## src/rtl/uart_rx.sv

```systemverilog
// UART receiver: 8N1 framing, mid-bit sampling from a two-flop synchronized line,
// received bytes presented on a single-beat AXI-Stream master with error/overrun pulses.
module uart_rx #(
  parameter int ACLK_FREQUENCY = 200000000,
  parameter int BAUD_RATE      = 9600,
  parameter int BAUD_RATE_SIM  = 50000000
) (
  input  logic       aclk,
  input  logic       aresetn,
  input  logic       uart_rxd,
  output logic       rxbyte_tvalid,
  input  logic       rxbyte_tready,
  output logic [7:0] rxbyte_tdata,
  output logic       rxbyte_tkeep,
  output logic       frame_error,
  output logic       overrun
);

`ifdef SIMULATION
  localparam bit SIM_BUILD = 1'b1;
`else
  localparam bit SIM_BUILD = 1'b0;
`endif

  localparam int USED_BAUD_RATE = SIM_BUILD ? BAUD_RATE_SIM : BAUD_RATE;
  localparam int TICS_PER_BEAT  = ACLK_FREQUENCY / USED_BAUD_RATE;
  localparam int HALF_BEAT      = TICS_PER_BEAT / 2;
  localparam int CNT_W          = (TICS_PER_BEAT > 2) ? $clog2(TICS_PER_BEAT) : 1;

  localparam logic [CNT_W-1:0] TIC_FULL = CNT_W'(TICS_PER_BEAT - 1);
  localparam logic [CNT_W-1:0] TIC_HALF = CNT_W'(HALF_BEAT - 1);

  localparam logic [2:0] IDLE      = 3'd0;
  localparam logic [2:0] START     = 3'd1;
  localparam logic [2:0] DATA      = 3'd2;
  localparam logic [2:0] STOP      = 3'd3;
  localparam logic [2:0] WAIT_HIGH = 3'd4;

  logic [2:0]       state;
  logic [CNT_W-1:0] tic;
  logic [2:0]       bit_cnt;
  logic             rxd_meta;
  logic             rxd_s;
  logic [7:0]       shift_reg;
  logic             shift_en;

  assign rxbyte_tkeep = 1'b1;
  assign shift_en     = (state == DATA) && (tic == '0);

  // Shift register is pure datapath; it is only ever read after eight fresh samples.
  always_ff @(posedge aclk) begin
    if (shift_en) shift_reg <= {rxd_s, shift_reg[7:1]};
  end

  always_ff @(posedge aclk or negedge aresetn) begin
    if (!aresetn) begin
      state         <= IDLE;
      tic           <= '0;
      bit_cnt       <= '0;
      rxd_meta      <= 1'b1;
      rxd_s         <= 1'b1;
      rxbyte_tvalid <= 1'b0;
      rxbyte_tdata  <= '0;
      frame_error   <= 1'b0;
      overrun       <= 1'b0;
    end else begin
      rxd_meta    <= uart_rxd;
      rxd_s       <= rxd_meta;
      frame_error <= 1'b0;
      overrun     <= 1'b0;

      if (rxbyte_tvalid && rxbyte_tready) rxbyte_tvalid <= 1'b0;
      if (tic != '0) tic <= tic - CNT_W'(1);

      case (state)
        IDLE: begin
          if (!rxd_s) begin
            tic   <= TIC_HALF;
            state <= START;
          end
        end
        START: begin
          if (tic == '0) begin
            if (rxd_s) begin
              state <= IDLE;
            end else begin
              tic     <= TIC_FULL;
              bit_cnt <= '0;
              state   <= DATA;
            end
          end
        end
        DATA: begin
          if (tic == '0) begin
            tic     <= TIC_FULL;
            bit_cnt <= bit_cnt + 3'd1;
            if (bit_cnt == 3'd7) state <= STOP;
          end
        end
        STOP: begin
          if (tic == '0) begin
            if (rxd_s) begin
              // A byte still waiting for its sink wins; the new one is dropped.
              if (!rxbyte_tvalid || rxbyte_tready) begin
                rxbyte_tdata  <= shift_reg;
                rxbyte_tvalid <= 1'b1;
              end else begin
                overrun <= 1'b1;
              end
              state <= IDLE;
            end else begin
              frame_error <= 1'b1;
              state       <= WAIT_HIGH;
            end
          end
        end
        WAIT_HIGH: begin
          if (rxd_s) state <= IDLE;
        end
        default: state <= IDLE;
      endcase
    end
  end

endmodule

```

## config.mk

```make
export PLATFORM = sky130hd
export DESIGN_NAME = uart_rx
export DESIGN_NICKNAME = d
export VERILOG_FILES = /design/src/rtl/uart_rx.sv
export SDC_FILE = /design/constraint.sdc
export NUM_CORES = 1
export LEC_CHECK = 0
export CAP_MARGIN = 40
export CORE_MARGIN = 2
export CORE_UTILIZATION = 51
export CTS_CLUSTER_DIAMETER = 200
export DETAILED_ROUTE_END_ITERATION = 10
export PLACE_DENSITY = 0.74
export SYNTH_ARGS = -nofsm -noshare
export SYNTH_HDL_FRONTEND = slang
export SYNTH_SLANG_ARGS = --single-unit
export TNS_END_PERCENT = 100
```

## constraint.sdc

```tcl
create_clock -name aclk -period 2.2 [get_ports aclk]
set_clock_uncertainty 0.15 [all_clocks]
set_input_delay 0.66 -clock aclk [delete_from_list [all_inputs] [get_ports aclk]]
set_output_delay 0.66 -clock aclk [all_outputs]
set_load 0.01 [all_outputs]
```

==> results.md, run 1 <==
* Setup CP Type: flip-flop to flip-flop
* Internal at 1.14 mW
* Sequential share of power at 0.564
* Netlist cell types at 45
* Combinational Power Share at 0.018
* Final Slew Violations at 0
* Reg-to-Reg Start: tic[0]
* Vias per cell at 5.90
* Total length of routed wires at 3.86 mm
* Global-route wire length before repair at 6.42 mm
* Drt drc at 0
* FMAX at 464 MHz
* Clk sinks at 42
* CP Capture Type: flip-flop
* Sw power at 0.271 mW
* Detail Route Antenna Nets at 0
* Top cells by area, synth: dfrtp_1 42%, edfxtp_1 13%, mux2_2 4.7%
* Post-CTS Repair Setup Buffers at 0
* Hold Vio Cnt, Final at 0
* Synth Area in XOR/XNOR at 0.0184
* Share of cells above drive strength 1 at 0.215
* Total grt overflow at 0
* Post-synth top area cell: dfrtp_1
* Port bufs at 14
* Leak at 0.951 nW
* Largest family of logic cells by synthesized area: simple AND/OR/NAND/NOR gates
* FILL cells at 274
* Total CTS buffers at 5
* Reg2reg path depth at 9
* Starting DRC count in detailed routing at 88
* CTS Buffer Depth at 2
* Syn avg cell area at 11.5 um^2
* Routability Congestion at 0.892
* Hold Path Depth at 0
* CTS tree: done
* Startpoint class of the critical path: flip-flop
* Core Area at 3630 um^2
* Family with the most delay on the worst path: simple AND/OR/NAND/NOR gates
* Sw Share at 0.192
* Maximum net fanout on the critical path at 9
* Synth Warn # at 0
* Initial antenna violation count at 0
* Hold Worst Slack at 0.209 ns
* Status: finished, final reports clean
* WL per Instance at 16.2 um
* WP buf/inv at 2
* WP data arrival at 2.16 ns
* Largest stage delay on the critical path at 0.41 ns
* Row count at 22
* Final min period at 2.16 ns
* CP cell instances: inv_2 > ha_2 > nor4b_4 > and4_4 > inv_4 > ha_4 > nor3b_2 > o21ai_0 > nand3_1
* Critical R2R Capture: tic[0]
* Worst Hold End: rxd_s
* Clk pwr share at 0.419
* Die footprint at 4230 um^2
* Reg clk slew, reported paths at 0.08 ns
* Slew margin rel. at 0.653
* Cell count after placement at 231
* WP data required at 2.21 ns
* Initial core utilization at 0.523
* Post-Layout Cell Count at 239
* Drt first pass iters at 4
* Max Cap Violations at 0
* Htree depth at 2
* Prevailing post-synth register cell: dfrtp_1
* Register-to-register setup slack at 0.04 ns
* Top cell type's share of synthesized area at 0.421
* Crit share post-route at 0.980
* I/O pins at 16
* Largest net degree at the start of global routing at 35
* Synthesized net count at 174
* Simple-gate share of the synthesized area at 0.212
* Post-synthesis compound-gate area fraction at 0.0704
* Post-Synth Adder-Cell Area at 0.0263
* Worst Hold Class: flip-flop to flip-flop
* Post-synth EDFFs at 8
* Die Y at 65.1 um
* Worst Hold Launch: rxd_meta
* Crit-path slowest cell: dfrtp_1
* Die W at 65.1 um
* Max rail drop VDD at 0.000310 V
* Total Nets Final at 198
* Max reg flops at 15
* # diodes at 0
* HPWL Detailed at 2.63 mm
* Clk root buf: clkbuf_8
* Layout area overhead at 22.4%
* Vias in the first global route at 1,396
* GR Util All Layers at 0.204
* Clock insertion delay at the later pin of the skew report at 0.29 ns
* Mux cell area share after synthesis at 0.0658
* Mapped Cells at 166
* Async set-reset flop share out of synthesis at 0.810
* Setup Viol. Count Final at 0
* Netlist Area Pre-Place at 1900 um^2
* Vias at 1,409
* Hold bufs inserted after CTS at 0
* #FFs+latches synth at 42
* Worst Tran Pin Value at 0.519 ns
* Seq/Total Area, Yosys at 0.575
* PD cells at 606 nW/um^2
-- worst reg2reg max path: stages, from the launching register on --
cell	delay, ns
dfrtp_1	0.41
inv_2	0.09
ha_2	0.21
nor4b_4	0.21
and4_4	0.28
inv_4	0.07
ha_4	0.28
nor3b_2	0.04
o21ai_0	0.16
nand3_1	0.10
-- worst max path at each step --
| stage | startpoint | slack [ns] | endpoint | depth (start not counted) |
|---|---|---|---|---|
| floorplan | tic[0] | 0.13 | bit_cnt[0] | 9 |
| global placement | rxbyte_tready | 0.02 | rxbyte_tdata[0] | 4 |
| detailed placement | rxbyte_tready | -0.02 | rxbyte_tdata[2] | 4 |
| CTS | tic[0] | 0.01 | tic[0] | 9 |
| global route | tic[0] | -0.007 | tic[0] | 9 |
| finish | tic[0] | 0.04 | tic[0] | 9 |
-- power by group through the flow --
stage          Clock [mW]  Sequential [mW]  Combinational (mW)
6_report            0.591            0.796              0.0249
2_1_floorplan           0            0.810             0.00444
4_1_cts             0.611            0.795              0.0257
3_3_place_gp            0            0.811              0.0251
3_5_place_dp            0            0.811              0.0256
5_1_grt             0.646            0.796              0.0287
-- per-stage QoR --
stage,utilization,power [mW],cell area (um^2),worst slack (ns),TNS [ns]
final,0.640,1.41,2330,0.0434,0
after global routing,0.640,1.47,2330,-0.00698,-0.00953
after CTS,0.627,1.43,2280,0.0126,0
after detailed placement,0.595,0.837,2160,-0.0175,-0.0873
after global placement,0.595,0.836,2160,0.0222,0
after floorplan,-,0.815,1900,0.130,0
-- cells in the mapped netlist, types with 2 or more instances --
cell type / n
mux2i_1: 2
dfstp_2: 2
xor2_1: 2
or4_1: 3
ha_1: 4
nand4_1: 2
nand4b_1: 2
xnor2_1: 2
o211ai_1: 2
mux2_2: 8
nor2_1: 15
nand2_1: 14
nand2b_1: 2
nand3_1: 6
o21ai_0: 6
and4_1: 3
nor3_1: 7
clkbuf_1: 2
edfxtp_1: 8
a21oi_1: 9
nor4_1: 2
dfrtp_1: 32
and3_1: 2
or3_1: 3
inv_1: 4
nor3b_1: 3
-- logic make-up after synthesis --
| group | count (synthesis) |
|---|---|
| multiplexers | 11 |
| XOR/XNOR | 4 |
| AND/OR/NAND/NOR | 71 |
| AO/OA/AOI/OAI | 22 |
| other | 1 |
| flip-flops | 42 |
| buffers and inverters | 11 |
| adder cells (fa/ha/maj) | 4 |
-- cell type report --
class / instances / area [um^2] / area share
clock buffer: 6 / 72.6 / 0.0312
clock inverter: 2 / 37.5 / 0.0161
inverter: 5 / 21.3 / 0.00914
multi-input combinational: 113 / 810 / 0.348
sequential: 42 / 1090 / 0.470
tap: 48 / 60.1 / 0.0258
timing repair buffer: 23 / 233 / 0.100
-- routing by layer --
| metal | vias up | routed length (um) | share of wire | track usage |
|---|---|---|---|---|
| met5 | - | 0 | 0 | 0 |
| met4 | 0 | 87 | 0.023 | 0.107 |
| met3 | 11 | 231 | 0.060 | 0.0538 |
| met2 | 49 | 1950 | 0.51 | 0.321 |
| met1 | 699 | 1590 | 0.41 | 0.260 |
| li1 | 650 | - | - | - |
-- cell usage in the layout (no fill, tap or decap), types with 3 or more instances in the layout --
cell	n
or3_1	3
clkdlybuf4s50_1	14
nand3_1	5
or4_1	3
nand2_1	14
nor3_1	6
nor2_1	14
clkbuf_8	5
o21ai_0	6
buf_4	7
inv_1	3
edfxtp_1	8
a21oi_1	9
dfrtp_1	32
mux2_2	8
-- timing repair --
| item | CTS | global route |
|---|---|---|
| setup endpoints to repair | 2 | 15 |
| pin swaps | 1 | 0 |
| hold endpoints to repair | 0 | 0 |
| gates resized for setup | 1 | 11 |
(Power assumes the default switching activity.)
==> run 2: changes to the inputs <==
Settings changed: CORE_UTILIZATION 51 to 32, HOLD_SLACK_MARGIN set to 0.06, PLACE_DENSITY 0.74 to unset.
==> run 2 against run 1 <==
Effect of this change:
- total power decreased by 5.4%
- setup slack improved by 0.084 ns
- combinational power about the same
- cell count increased by 13%
- first-iteration DRC count increased by 26%
- non-clock buffer count increased by 3
- via count decreased by 5.3%
- clock power decreased by 13%
- register-to-register slack improved by 0.08 ns
- critical endpoint unchanged
==> results.md, run 2 (synthesized netlist as in run 1, its figures left out) <==
* Die footprint at 6580 um^2
* Clk root buf: clkbuf_8
* Maximum net fanout on the critical path at 9
* Commonest non-fill, non-tap cell in the layout: dfrtp_1
* PD cells at 569 nW/um^2
* Worst slack at placement at -0.0116 ns
* Startpoint class of the critical path: flip-flop
* Die W at 81.1 um
* Internal at 1.03 mW
* Final min period at 2.07 ns
* Vias at 1,334
* Row count at 28
* Largest net degree at the start of global routing at 35
* Leak at 0.961 nW
* WP data arrival at 2.15 ns
* Sw power at 0.303 mW
* WP buf/inv at 2
* Reg clk slew, reported paths at 0.08 ns
* Total Neg Setup Slack at 0 ns
* GR Util All Layers at 0.126
* Crit-path slowest cell: dfrtp_1
* Clk pwr share at 0.386
* Commonest non-fill, non-tap cells in the layout: 32 x dfrtp_1, 14 x nor2_1, 14 x nand2_1, 14 x clkdlybuf4s50_1, 10 x buf_4
* Max rail drop VDD at 0.000199 V
* FMAX at 482 MHz
* Vias in the first global route at 1,309
* Clock insertion delay at the later pin of the skew report at 0.30 ns
* Max Cap Violations at 0
* Total Nets Final at 201
* Setup Viol. Count Final at 0
* Initial antenna violation count at 0
* Port bufs at 14
* Drt drc at 0
* Max reg flops at 15
* Total length of routed wires at 3.72 mm
* Htree depth at 2
* Share of cells above drive strength 1 at 0.211
* CTS Buffer Depth at 2
* Die Y at 81.1 um
* Setup CP Type: flip-flop to flip-flop
* Initial core utilization at 0.327
* Routability Congestion at 0.790
* PnR worst setup slack at 0.127 ns
* Vias per cell at 4.96
* Detail Route Antenna Nets at 0
* Status: finished, final reports clean
* Starting DRC count in detailed routing at 111
* CTS tree: done
* Clk sinks at 42
* Crit share post-route at 0.942
* WL per Instance at 13.8 um
* Drt first pass iters at 4
* CP Capture Type: flip-flop
* Combinational Power Share at 0.019
* Family with the most delay on the worst path: simple AND/OR/NAND/NOR gates
* Total CTS buffers at 5
* Layout area overhead at 23.4%
* I/O pins at 16
* Sequential share of power at 0.596
* CP cell instances: inv_1 > ha_4 > nor4b_4 > and4_4 > inv_4 > ha_1 > nor3b_1 > o21ai_0 > nand3_1
* Total grt overflow at 0
* Core Area at 5820 um^2
* Worst Hold Class: flip-flop to flip-flop
* Largest stage delay on the critical path at 0.39 ns
* WP data required at 2.28 ns
* Hold bufs inserted after CTS at 0
* HPWL Detailed at 2.59 mm
* Hold Vio Cnt, Final at 0
* Sw Share at 0.227
* Final Slew Violations at 0
* Global-route wire length before repair at 6.22 mm
* # diodes at 0
[run 2: cell types whose count changed in the layout (fill, tap and decap cells not counted), sizes merged]
cell	change
clkinv	+1
bufinv	-1
buf	+3
inv	+1
clkbuf	-1
[run 2: path summary, 6_finish.rpt]
| path | slack (ns) | startpoint | cells after the start | endpoint |
|---|---|---|---|---|
| worst min-delay path | 0.21 | rxd_meta | 0 | rxd_s |
| max in group asynchronous | 1.08 | aresetn | 2 | rxd_s |
| worst max-delay path | 0.13 | tic[0] | 9 | tic[0] |
| min in group asynchronous | 0.57 | aresetn | 2 | tic[13] |
| worst max register to register | 0.13 | tic[0] | 9 | tic[0] |
| worst min register to register | 0.21 | rxd_meta | 0 | rxd_s |
[run 2: cell type report]
type | count | area, um^2
clock buffer | 5 | 68.8
clock inverter | 3 | 25.0
fill | 581 | 3470
inverter | 5 | 21.3
multi-input combinational | 113 | 788
sequential | 42 | 1090
tap | 75 | 93.8
timing repair buffer | 26 | 255
[run 2: what timing repair did]
action,CTS,global route
setup buffers,0,1
resized for setup,0,7
endpoints found under the setup margin,0,2
[run 2: per-stage QoR]
step / cell area, um^2 / hold slack, ns / total power [mW] / std cells / util
CTS: 2300 / 0.211 / 1.35 / 268 / 0.396
global placement: 2210 / 0.196 / 0.838 / 260 / 0.380
global route: 2350 / 0.219 / 1.39 / 269 / 0.403
finish: 2350 / 0.209 / 1.33 / 269 / 0.403
floorplan: 1900 / 0.195 / 0.815 / 166 / -
detailed placement: 2210 / 0.199 / 0.838 / 260 / 0.380
[run 2: power groups by stage]
stage	logic (mW)	clock network, mW	registers (mW)
3_3_place_gp	0.0265	0	0.811
2_1_floorplan	0.00444	0	0.810
6_report	0.0249	0.515	0.795
4_1_cts	0.0266	0.532	0.795
3_5_place_dp	0.0264	0	0.811
5_1_grt	0.0288	0.563	0.796
[run 2: layer usage]
metal  vias to the layer above  track usage  share of wire
met3                         7       0.0333          0.035
li1                        653            -              -
met5                         -            0              0
met2                        26        0.186           0.45
met4                         0       0.0695          0.020
met1                       648        0.169           0.49
==> RTL change: new RTL, settings of run 1 <==
`BAUD_RATE`: 9600 -> 38400.
--- a/src/rtl/uart_rx.sv
+++ b/src/rtl/uart_rx.sv
@@ -3,5 +3,5 @@
 module uart_rx #(
   parameter int ACLK_FREQUENCY = 200000000,
-  parameter int BAUD_RATE      = 9600,
+  parameter int BAUD_RATE      = 38400,
   parameter int BAUD_RATE_SIM  = 50000000
 ) (
Formal check against the unedited RTL: no difference found for any inputs over 10 cycles, from zero or initial values and one cycle with aresetn low; that may be too few to reach the edited logic, so the function may still have changed.
==> RTL change against run 1 <==
  * The flow now finishes with violations (negative setup slack)
  * Count of clock-buffer cells in the layout shrank 1
  * Routed wire length rose by 10%
  * Sequential power down 4.5%
  * Critical path depth decreased by 1
  * Design area up 7.0%
  * Setup slack lost 320 ps
  * Sequential cell count shrank 2
  * Total power down 0.21%
  * Synthesized area grew 0.72%
==> RTL change: results (changes against run 1) <==
metric,value,unit,change
setup_viol,25,,was 0
critPathMaxFanout,8,,was 9
synthAdderAreaFrac,3.266,%,was 2.632%
fillerInstances,278,,was 274
slowest_stage,or4b_4,,was dfrtp_1
cp.arrival,2520,ps,was 2160 ps
layout-drive-gt1-share,29.72,%,was 21.47%
grt_pass1_vias,1608,,"was 1,396"
vias,1527,,"was 1,409"
drt_iter0_drc,82,,was 88
final.setup.worst_slack,-279.1,ps,was 43.38 ps
pg_clk,0.000625,W,was 0.000591 W
final_cells,260,,was 239
violations,negative setup slack,,
status,finished with violations,,was completed
synthMuxAreaShare,6.858,%,was 6.579%
dp.final_hpwl,3026,um,was 2633 um
p_seq,0.000760,W,was 0.000796 W
largest_register_ffs,13,,was 15
synth_compound_area_share,10.91,%,was 7.039%
max-slew-margin-rel,63.49,%,was 65.35%
swShare,21.47,%,was 19.17%
ir_drop,0.5202,mV,was 0.3101 mV
p_clk_share,44.4,%,was 41.9%
syn-mean-instance-area,11.40,sq um,was 11.46 sq um
synth_xor_xnor_area_share,0.4572,%,was 1.842%
cp_slowest_stage_delay,480,ps,was 410 ps
grt_usage,22.46,%,was 20.42%
async_flop_share,80.00,%,was 80.95%
RTL change: changes by cell type after synthesis, sizes merged, moves of 3 or more:
cell	change
and3	+3
or4	+3
nor2	-6
nand2	-6
and4	-3
o31ai	+4
RTL change: final cells by class:
class	instances	area share (%)
clock buffers	5	2.764
clock inverters	3	1.910
inverters	5	0.7538
multi-input cells	116	35.23
flip-flops and latches	40	41.91
well taps	48	2.412
repair buffers	43	15.03
RTL change: final timing paths:
path	start	cells past startpoint	slack (ps)	endpoint
max	tic[1]	8	-280	rxbyte_tdata[3]
min	rxd_meta	0	210	rxd_s
max reg2reg	tic[1]	8	-280	rxbyte_tdata[3]
min reg2reg	rxd_meta	0	210	rxd_s
max in group asynchronous	aresetn	2	970	rxd_meta
min in group asynchronous	aresetn	2	600	tic[12]
RTL change: routing by layer:
metal / GRT usage (%) / wire [um]
met1: 27.97 / 1877
met2: 36.61 / 2130
met3: 4.623 / 159
met4: 12.24 / 89
met5: 0 / 0
RTL change: what timing repair did:
item / 4_1_cts / 5_1_grt
gates cloned: 0 / 0
setup endpoints to repair: 26 / 30
gates resized for setup: 6 / 5
pin swaps: 1 / 0
setup buffers: 0 / 0
RTL change: worst reg2reg max path: stages (launching register included):
cell and delay (ps):
dfrtp_1 420, inv_2 90, ha_4 120, or4b_4 480, nor4_4 250, inv_2 80, nor4b_4 260, buf_6 180
mux2_2 340
RTL change: stage by stage:
step	TNS, ps	cell area, sq um	utilization [%]	worst slack, ps	hold WS [ps]
6_report	-4676	2490	68.53	-279.1	210.5
5_1_grt	-6916	2490	68.53	-370.9	210.8
4_1_cts	-4381	2475	68.11	-270.3	209.6
3_5_place_dp	-4914	2340	64.39	-296.9	198.2
3_3_place_gp	-3627	2340	64.39	-239.3	197.0
2_1_floorplan	-6597	1939	-	-472.4	195.2
